## config.mk

```make
export PLATFORM = sky130hd
export DESIGN_NAME = vdp_cmd_seq
export DESIGN_NICKNAME = d
export VERILOG_FILES = /design/src/rtl/vdp_pkg.sv /design/src/rtl/vdp_port_timer.sv /design/src/rtl/vdp_cmd_seq.sv
export SDC_FILE = /design/constraint.sdc
export NUM_CORES = 1
export LEC_CHECK = 0
export CAP_MARGIN = 20
export CORE_UTILIZATION = 53
export CTS_CLUSTER_DIAMETER = 40
export DETAILED_ROUTE_END_ITERATION = 10
export GPL_TIMING_DRIVEN = 0
export PLACE_DENSITY = 0.88
export REMOVE_ABC_BUFFERS = 1
export SLEW_MARGIN = 0
export SYNTH_ARGS = -nofsm -noshare
export SYNTH_HDL_FRONTEND = slang
export SYNTH_SLANG_ARGS = --single-unit
```

## constraint.sdc

```tcl
create_clock -name clk -period 5.9 [get_ports clk]
set_input_delay 0.885 -clock clk [delete_from_list [all_inputs] [get_ports clk]]
set_output_delay 0.885 -clock clk [all_outputs]
set_load 0.01 [all_outputs]
```

## src/rtl/vdp_pkg.sv

```systemverilog
// Shared encodings for the VDP command sequencer: op codes, FSM states,
// high-byte prefixes for control-port words and the byte selection helper.
package vdp_pkg;

    localparam logic [2:0] OP_REG_WR    = 3'd0;
    localparam logic [2:0] OP_SET_WADDR = 3'd1;
    localparam logic [2:0] OP_SET_RADDR = 3'd2;
    localparam logic [2:0] OP_DATA_WR   = 3'd3;
    localparam logic [2:0] OP_DATA_RD   = 3'd4;
    localparam logic [2:0] OP_STAT_RD   = 3'd5;

    localparam logic [7:0] REG_WR_PREFIX = 8'h80;
    localparam logic [1:0] WADDR_PREFIX  = 2'b01;
    localparam logic [1:0] RADDR_PREFIX  = 2'b00;

    typedef enum logic [2:0] {
        IDLE   = 3'd0,
        WPULSE = 3'd1,
        WGAP   = 3'd2,
        RHOLD  = 3'd3,
        RGAP   = 3'd4
    } vdp_state_e;

    // Byte to drive for a write op; 'second' picks the high/control byte.
    function automatic logic [7:0] byte_sel(input logic [2:0] op, input logic [13:0] arg,
                                            input logic [7:0] data, input logic second);
        byte_sel = data;
        case (op)
            OP_REG_WR:    byte_sel = second ? (REG_WR_PREFIX | {5'd0, arg[2:0]}) : data;
            OP_SET_WADDR: byte_sel = second ? {WADDR_PREFIX, arg[13:8]} : arg[7:0];
            OP_SET_RADDR: byte_sel = second ? {RADDR_PREFIX, arg[13:8]} : arg[7:0];
            default:      byte_sel = data;
        endcase
    endfunction

endpackage

```

## src/rtl/vdp_port_timer.sv

```systemverilog
// 4-bit load/count-down timer; done is high while the count sits at zero.
module vdp_port_timer (
    input  logic       clk,
    input  logic       reset,
    input  logic       load,
    input  logic [3:0] load_val,
    output logic       done
);

    logic [3:0] count;

    always_ff @(posedge clk or negedge reset) begin
        if (!reset) begin
            count <= 4'd0;
        end else if (load) begin
            count <= load_val;
        end else if (count != 4'd0) begin
            count <= count - 4'd1;
        end
    end

    assign done = (count == 4'd0);

endmodule

```

## src/rtl/vdp_cmd_seq.sv

```systemverilog
// Turns high-level VDP commands into strobed byte transfers on the VDP port.
// Handshake: a command is taken on a clk edge where cmd_valid && cmd_ready; cmd_ready is high only in IDLE out of reset.
module vdp_cmd_seq
    import vdp_pkg::*;
#(
    parameter int WR_GAP  = 2,
    parameter int RD_HOLD = 4
) (
    input  logic        clk,
    input  logic        reset,
    input  logic        cmd_valid,
    output logic        cmd_ready,
    input  logic [2:0]  cmd_op,
    input  logic [13:0] cmd_arg,
    input  logic [7:0]  cmd_data,
    input  logic [7:0]  cmd_len,
    output logic        rsp_valid,
    output logic [7:0]  rsp_data,
    output logic        cmd_err,
    output logic        vdp_mode,
    output logic [7:0]  vdp_addr,
    output logic [7:0]  vdp_data_in,
    output logic        vdp_wr,
    output logic        vdp_rd,
    input  logic [15:0] vdp_data_out,
    output vdp_state_e  dbg_state
);

    localparam logic [3:0] GAP_LOAD  = 4'(WR_GAP - 1);
    localparam logic [3:0] HOLD_LOAD = 4'(RD_HOLD - 1);

    vdp_state_e  state;
    logic [2:0]  op_q;
    logic [13:0] arg_q;
    logic [7:0]  data_q;
    logic [8:0]  cnt;
    logic        tmr_load;
    logic [3:0]  tmr_val;
    logic        tmr_done;
    logic        is_read;
    logic        unused_low;

    assign unused_low = ^vdp_data_out[7:0];
    assign cmd_ready  = (state == IDLE) && reset;
    assign vdp_addr   = 8'h00;
    assign dbg_state  = state;
    assign is_read    = (cmd_op == OP_DATA_RD) || (cmd_op == OP_STAT_RD);

    // Timer reload points: entry into every multi-cycle state.
    always_comb begin
        tmr_load = 1'b0;
        tmr_val  = GAP_LOAD;
        case (state)
            IDLE: begin
                tmr_load = cmd_valid;
                tmr_val  = is_read ? HOLD_LOAD : 4'd0;
            end
            WPULSE: tmr_load = 1'b1;
            RHOLD:  tmr_load = tmr_done;
            RGAP: begin
                tmr_load = tmr_done;
                tmr_val  = HOLD_LOAD;
            end
            default: ;
        endcase
    end

    vdp_port_timer u_timer (
        .clk      (clk),
        .reset    (reset),
        .load     (tmr_load),
        .load_val (tmr_val),
        .done     (tmr_done)
    );

    always_ff @(posedge clk or negedge reset) begin
        if (!reset) begin
            state       <= IDLE;
            op_q        <= 3'd0;
            arg_q       <= 14'd0;
            data_q      <= 8'd0;
            cnt         <= 9'd0;
            vdp_wr      <= 1'b0;
            vdp_rd      <= 1'b0;
            vdp_mode    <= 1'b0;
            vdp_data_in <= 8'd0;
            rsp_valid   <= 1'b0;
            rsp_data    <= 8'd0;
            cmd_err     <= 1'b0;
        end else begin
            vdp_wr    <= 1'b0;
            vdp_rd    <= 1'b0;
            rsp_valid <= 1'b0;
            cmd_err   <= 1'b0;
            case (state)
                IDLE: if (cmd_valid) begin
                    op_q   <= cmd_op;
                    arg_q  <= cmd_arg;
                    data_q <= cmd_data;
                    case (cmd_op)
                        OP_REG_WR, OP_SET_WADDR, OP_SET_RADDR: begin
                            cnt         <= 9'd2;
                            state       <= WPULSE;
                            vdp_wr      <= 1'b1;
                            vdp_mode    <= 1'b1;
                            vdp_data_in <= byte_sel(cmd_op, cmd_arg, cmd_data, 1'b0);
                        end
                        OP_DATA_WR: begin
                            cnt         <= {1'b0, cmd_len} + 9'd1;
                            state       <= WPULSE;
                            vdp_wr      <= 1'b1;
                            vdp_mode    <= 1'b0;
                            vdp_data_in <= cmd_data;
                        end
                        OP_DATA_RD: begin
                            cnt      <= {1'b0, cmd_len} + 9'd1;
                            state    <= RHOLD;
                            vdp_rd   <= 1'b1;
                            vdp_mode <= 1'b0;
                        end
                        OP_STAT_RD: begin
                            cnt      <= 9'd1;
                            state    <= RHOLD;
                            vdp_rd   <= 1'b1;
                            vdp_mode <= 1'b1;
                        end
                        default: begin
                            // Illegal op: one dead cycle in WGAP with no strobe, then back to IDLE.
                            cnt     <= 9'd0;
                            state   <= WGAP;
                            cmd_err <= 1'b1;
                        end
                    endcase
                end
                WPULSE: begin
                    cnt   <= cnt - 9'd1;
                    state <= WGAP;
                end
                WGAP: if (tmr_done) begin
                    if (cnt == 9'd0) begin
                        state <= IDLE;
                    end else begin
                        state       <= WPULSE;
                        vdp_wr      <= 1'b1;
                        vdp_data_in <= byte_sel(op_q, arg_q, data_q, 1'b1);
                    end
                end
                RHOLD: begin
                    if (tmr_done) begin
                        cnt       <= cnt - 9'd1;
                        rsp_data  <= vdp_data_out[15:8];
                        rsp_valid <= 1'b1;
                        state     <= RGAP;
                    end else begin
                        vdp_rd <= 1'b1;
                    end
                end
                RGAP: if (tmr_done) begin
                    if (cnt == 9'd0) begin
                        state <= IDLE;
                    end else begin
                        state  <= RHOLD;
                        vdp_rd <= 1'b1;
                    end
                end
                default: state <= IDLE;
            endcase
        end
    end

endmodule

```

==> impl_metrics.yaml, run 1 <==
sta:
  worst_pin_slew_ns: 0.8128
  slew_headroom: 0.4559
  finalClockSkew_ns: 0.007887
  finalHoldViolations: 0
  finalCriticalPeriod_ns: 3.424
  fin_crit_sh: 0.5803
  setup_tns_ns: 0
  fmax_ghz: 0.2921
  rsz0062_at_grt: "false"
  holdWs_ns: 0.5055
  slew_violations: 0
  setup_viol: 0
worst_setup_path:
  r2r_cells: 5
  max_stage_delay_ns: 0.59
  critPathRequiredTime_ns: 5.02
  end_kind: "primary output"
  start_kind: "input port"
  path_class: "in2out"
  crit_chain: "buf_2 -> buf_12 -> nor4b_1 -> clkdlybuf4s50_1"
  rr_startpoint: "dbg_state[0]$_DFFE_PN0P_"
  reg2reg_to: "vdp_data_in[0]$_DFFE_PN0P_"
  cp_data_arrival_time_ns: 2.54
  worst-r2r-setup-slack_ns: 3.08
  critPathSlowestCell: "clkdlybuf4s50_1"
  crit_fanout: 36
yosys:
  ys.flop_type: "dfrtp_1"
  synth_edf_count: 0
  synth.avg_cell_area_um2: 10.11
  yosysSeqAreaShare: 0.4395
  yosys_warnings: 0
  ys_ff_latch: 57
  syn_inst: 321
  synth_cell_types: 59
  syn_area_mm2: 0.003246
  async_flop_share: 1.000
global_route:
  overflow: 0
  grt_use_total: 0.2758
  grt_antenna_before_repair: 0
  grt_pass1_wl_mm: 13.27
  grt_start_max_net_pins: 37
  first_global_vias: 2798
floorplan:
  core_mm2: 0.005921
  die_w_um: 80.26
  initial_utilization: 0.5482
  dieHeight_um: 80.26
  die-area_mm2: 0.006441
  rows: 28
  ios: 85
run:
  drv_cap: 0
hold_path:
  min_path_cells: 1
  hold_end: "rsp_data[6]$_DFFE_PN0P_"
  hp-start: "rsp_data[6]$_DFFE_PN0P_"
  hp-class: "reg2reg"
power:
  leakage_uw: 0.001711
  power_density_mw_per_mm2: 519.1
  irDropWorstVdd_v: 0.0002841
cts:
  cts_hold_buffers: 0
  clock-sinks: 57
  cts_resized: 0
  cts.htree.levels: 3
  clk-insertion-delay-late_ns: 0.33
  postCtsSetupBuffers: 0
  clock_path_buffers: 2
  ctsRootBufferMaster: "clkbuf_8"
  clk_pin_slew_ns: 0.06
  numCtsBuffers: 9
  cts_tree: "yes"
finish:
  nets: 438
  area_growth_syn_to_layout_pct: 26.91
  n_antenna_cell: 0
  final_cell_mix: "clkdlybuf4s50_1, dfrtp_1, mux2_2, nand2_1, a21oi_1"
  fillers: 449
  layout_commonest_cell: "clkdlybuf4s50_1"
  drive_above_1_share: 0.1658
route:
  wl_per_cell_um: 17.77
  num_vias: 2859
  drt-total-wl_mm: 8.191
  dr.pass1.iters: 5
  first_iter_violations: 286
  routed_via_density: 6.202
  final_antenna_net_count: 0
  drc: 0
outcome:
  outcome: "completed"
place:
  port_buffers: 68
  dp_hpwl_mm: 5.630
  gp_congestion: 0.8474
==> logic make-up (layout without fill, tap and decap cells) <==
group	Yosys count	in the layout	synth area share
simple gates	104	104	0.1858
buf+inv	40	98	0.05936
mux	27	27	0.09329
other cells	1	8	0.001155
flops	57	57	0.4395
fa+ha+maj	3	3	0.01157
xor+xnor	8	8	0.02159
compound gates	81	81	0.1877
==> layer usage <==
layer | vias up | GRT usage | routed length [µm]
met3 | 35 | 0.05455 | 532
met1 | 1375 | 0.3399 | 3247
li1 | 1289 | - | -
met2 | 160 | 0.4581 | 4101
met5 | - | 0 | 0
met4 | 0 | 0.1411 | 309
==> worst max path at each step <==
stage / startpoint / endpoint / slack (ns) / cells after the start
3_5_place_dp: cmd_valid / vdp_data_in[0]$_DFFE_PN0P_ / 2.32 / 6
3_3_place_gp: reset / cmd_ready / 0.78 / 3
4_1_cts: reset / cmd_ready / 2.46 / 4
2_1_floorplan: cmd_valid / vdp_data_in[3]$_DFFE_PN0P_ / 3.04 / 4
6_report: reset / cmd_ready / 2.48 / 4
5_1_grt: reset / cmd_ready / 2.30 / 4
==> power breakdown <==
group	switching [µW]	leakage, µW	total [µW]	internal, µW
sequential	182	0.000699	762	580
combinational	506	0.000915	1020	517
clock	154	0.0000978	353	199
total	841	0.00171	2140	1300
==> worst max-delay path: cells and delay by family <==
kind,cells,cell delay [ns]
buffers and inverters,3,1.33
and+or+nand+nor,1,0.28
==> state kept, by name, summed over array words and instances (netlist names) <==
signal and count:
u_timer.count 4, dbg_state 3, vdp_data_in 8, vdp_rd 1
data_q 8, op_q 3, cmd_err 1, vdp_mode 1
arg_q 9, cnt 9, vdp_wr 1, rsp_data 8
rsp_valid 1
==> cells in the mapped netlist, types with 5 or more instances <==
master,instances,area [µm²]
nand2_1,20,75.07
o41ai_2,6,97.59
nor2_1,11,41.29
nand3_1,17,85.08
nand2b_1,5,31.28
o21ai_0,17,85.08
dfrtp_1,57,1426
a21oi_1,20,100.1
xnor2_1,5,43.79
clkbuf_1,14,52.55
nor3_1,17,85.08
inv_1,14,52.55
buf_4,9,67.56
mux2_2,26,292.8
==> stage by stage <==
step,power [µW],setup WS (ns),std cells,utilization,area (µm²)
2_1_floorplan,1381,3.040,302,-,3132
3_3_place_gp,1708,0.7774,445,0.6598,3906
3_5_place_dp,1766,2.320,447,0.6648,3936
4_1_cts,2135,2.463,461,0.6957,4119
5_1_grt,2272,2.298,461,0.6957,4119
6_report,2138,2.476,461,0.6957,4119
==> final cells by class <==
| cell class | instances | area (µm²) | area share |
|---|---|---|---|
| clock inverter | 4 | 45.04 | 0.01094 |
| sequential | 57 | 1426 | 0.3463 |
| inverter | 14 | 52.55 | 0.01276 |
| multi-input combinational | 231 | 1653 | 0.4013 |
| clock buffer | 10 | 137.6 | 0.03341 |
| tap | 75 | 93.84 | 0.02278 |
| timing repair buffer | 70 | 710.7 | 0.1725 |
(Power assumes the default switching activity.)
==> inputs of run 2 (changes only) <==
--- a/config.mk
+++ b/config.mk
@@ -6,11 +6,11 @@
 export NUM_CORES = 1
 export LEC_CHECK = 0
 export CAP_MARGIN = 20
-export CORE_UTILIZATION = 53
+export CORE_UTILIZATION = 49
 export CTS_CLUSTER_DIAMETER = 40
 export DETAILED_ROUTE_END_ITERATION = 10
 export GPL_TIMING_DRIVEN = 0
-export PLACE_DENSITY = 0.88
+export PLACE_DENSITY = 0.82
 export REMOVE_ABC_BUFFERS = 1
 export SLEW_MARGIN = 0
 export SYNTH_ARGS = -nofsm -noshare
==> constraint.sdc (replaced) <==
create_clock -name clk -period 3.3 [get_ports clk]
set_input_delay 0.495 -clock clk [delete_from_list [all_inputs] [get_ports clk]]
set_output_delay 0.495 -clock clk [all_outputs]
set_load 0.01 [all_outputs]
==> run 2 against run 1 <==
  * Die area up 8.0%
  * Global-route usage shrank 3.9 points
  * Register-to-register slack got worse by 2.6 ns
  * Sequential share of layout area down 0.13 points
  * Utilization is 4.8 points lower
  * Via count down 5.2%
  * Sequential cell count stayed put
  * Hold slack got worse by 0.36 ns
  * Setup slack worse by 2.0 ns
  * Clock skew about the same
  * Non-clock buffer count did not move
  * Critical path type is now in2reg
  * Critical endpoint is now vdp_data_in[3]$_DFFE_PN0P_
==> impl_metrics.yaml, run 2 (same netlist as run 1, synthesis figures left out) <==
sta:
  fin_crit_sh: 0.8595
  setup_tns_ns: 0
  holdWs_ns: 0.1426
  fmax_ghz: 0.3526
  rsz0062_at_grt: "false"
  finalCriticalPeriod_ns: 2.836
  finalHoldViolations: 0
  finalClockSkew_ns: 0.007452
  slew_violations: 0
  setup_viol: 0
  slew_headroom: 0.4682
  worst_pin_slew_ns: 0.7943
power:
  p_comb_frac: 0.470
  power_density_mw_per_mm2: 920.8
  switching_share: 0.3838
  power_uw: 3807
  power_frac_clock: 0.172
  irDropWorstVdd_v: 0.0004419
  p_switching_uw: 1461
  p_seq_frac: 0.357
  p_int_uw: 2346
  leakage_uw: 0.001716
worst_setup_path:
  critPathRequiredTime_ns: 3.53
  cp_data_arrival_time_ns: 3.07
  start_kind: "input port"
  path_class: "in2reg"
  end_kind: "flip-flop"
  crit_fanout: 17
route:
  dr.pass1.iters: 6
  wl_per_cell_um: 16.74
  final_antenna_net_count: 0
  num_vias: 2709
  routed_via_density: 5.838
  drc: 0
  first_iter_violations: 225
  drt-total-wl_mm: 7.768
global_route:
  grt_pass1_wl_mm: 13.14
  overflow: 0
  grt_antenna_before_repair: 0
  grt_start_max_net_pins: 37
  grt_use_total: 0.2372
  first_global_vias: 2716
cts:
  clock_path_buffers: 2
  clk_pin_slew_ns: 0.06
  ctsRootBufferMaster: "clkbuf_8"
  cts_tree: "yes"
  clock-sinks: 57
  clk-insertion-delay-late_ns: 0.34
  cts.htree.levels: 3
  numCtsBuffers: 9
  cts_resized: 0
  cts_hold_buffers: 0
  postCtsSetupBuffers: 0
floorplan:
  dieHeight_um: 83.39
  core_mm2: 0.006386
  die-area_mm2: 0.006953
  die_w_um: 83.39
  rows: 29
  initial_utilization: 0.5082
  ios: 85
finish:
  reg_top3: "arg_q: 9 flops, cnt: 9 flops"
  layout_commonest_cell: "clkdlybuf4s50_1"
  final_area_mm2: 0.004134
  n_antenna_cell: 0
  nets: 438
  drive_above_1_share: 0.1654
  final_core_util: 0.6473
  area_growth_syn_to_layout_pct: 27.37
  final_cell_mix: "clkdlybuf4s50_1, dfrtp_1, mux2_2, nand2_1, a21oi_1"
place:
  placed_area_mm2: 0.003939
  gp_congestion: 0.8380
  dp_hpwl_mm: 5.481
  port_buffers: 68
run:
  drv_cap: 0
outcome:
  outcome: "completed"
hold_path:
  hp-class: "in2async"
[run 2: cell types whose count changed in the layout (fill, tap and decap cells not counted)]
cell      before  now
clkbuf_8      10   11
clkbuf_1       0    1
clkinv_2       3    2
[run 2: worst paths after layout]
check                                          from                          to  slack, ns  cells after the start
hold reg to reg             rsp_data[3]$_DFFE_PN0P_     rsp_data[3]$_DFFE_PN0P_       0.50                      1
min in group clk            rsp_data[3]$_DFFE_PN0P_     rsp_data[3]$_DFFE_PN0P_       0.50                      1
setup reg to reg           dbg_state[0]$_DFFE_PN0P_  vdp_data_in[3]$_DFFE_PN0P_       0.52                      5
max in group asynchronous                     reset       arg_q[13]$_DFFE_PN0P_       2.57                      2
setup / recovery                          cmd_valid  vdp_data_in[3]$_DFFE_PN0P_       0.46                      6
hold / removal                                reset          cnt[0]$_DFFE_PN0P_       0.14                      1
[run 2: area by class of cell]
| type | count | area (µm²) |
|---|---|---|
| Fill cell | 536 | 2252 |
| Clock buffer | 12 | 155.1 |
| Tap cell | 77 | 96.34 |
| Timing Repair Buffer | 70 | 710.7 |
| Inverter | 14 | 52.55 |
| Multi-Input combinational cell | 231 | 1653 |
| Sequential cell | 57 | 1426 |
| Clock inverter | 3 | 40.04 |
[run 2: power groups by stage]
stage	Sequential, µW	Combinational, µW	Clock (µW)
3_5_place_dp	1360	1780	0
2_1_floorplan	1340	1120	0
3_3_place_gp	1340	1720	0
5_1_grt	1410	1960	699
6_report	1360	1790	656
4_1_cts	1350	1800	668
[run 2: per-stage QoR]
step | cells | setup WS (ns)
6_report | 464 | 0.4637
5_1_grt | 464 | 0.3373
4_1_cts | 464 | 0.4673
3_5_place_dp | 449 | 0.1589
3_3_place_gp | 447 | -1.072
2_1_floorplan | 302 | 0.6543
[run 2: routing by layer]
metal,GRT usage,part of all wire,vias up
met4,0.1050,0.018,0
met2,0.3845,0.49,91
met3,0.04573,0.050,10
met1,0.3094,0.44,1323
li1,-,-,1285
met5,0,0,-
[run 2: worst max-delay path: stages]
cell and delay, ns:
clkdlybuf4s50_1 0.58, nor4b_4 0.70, buf_8 0.25, nand2b_1 0.24, and2_1 0.38, o41ai_2 0.41
==> inputs of run 3 (changes only) <==
--- a/config.mk
+++ b/config.mk
@@ -7,7 +7,7 @@
 export LEC_CHECK = 0
 export CAP_MARGIN = 20
 export CORE_UTILIZATION = 49
-export CTS_CLUSTER_DIAMETER = 40
+export CTS_CLUSTER_DIAMETER = 150
 export DETAILED_ROUTE_END_ITERATION = 10
 export GPL_TIMING_DRIVEN = 0
 export PLACE_DENSITY = 0.82
==> results of run 3 <==
No change in the layout: final DEF, timing and power equal those of run 2.
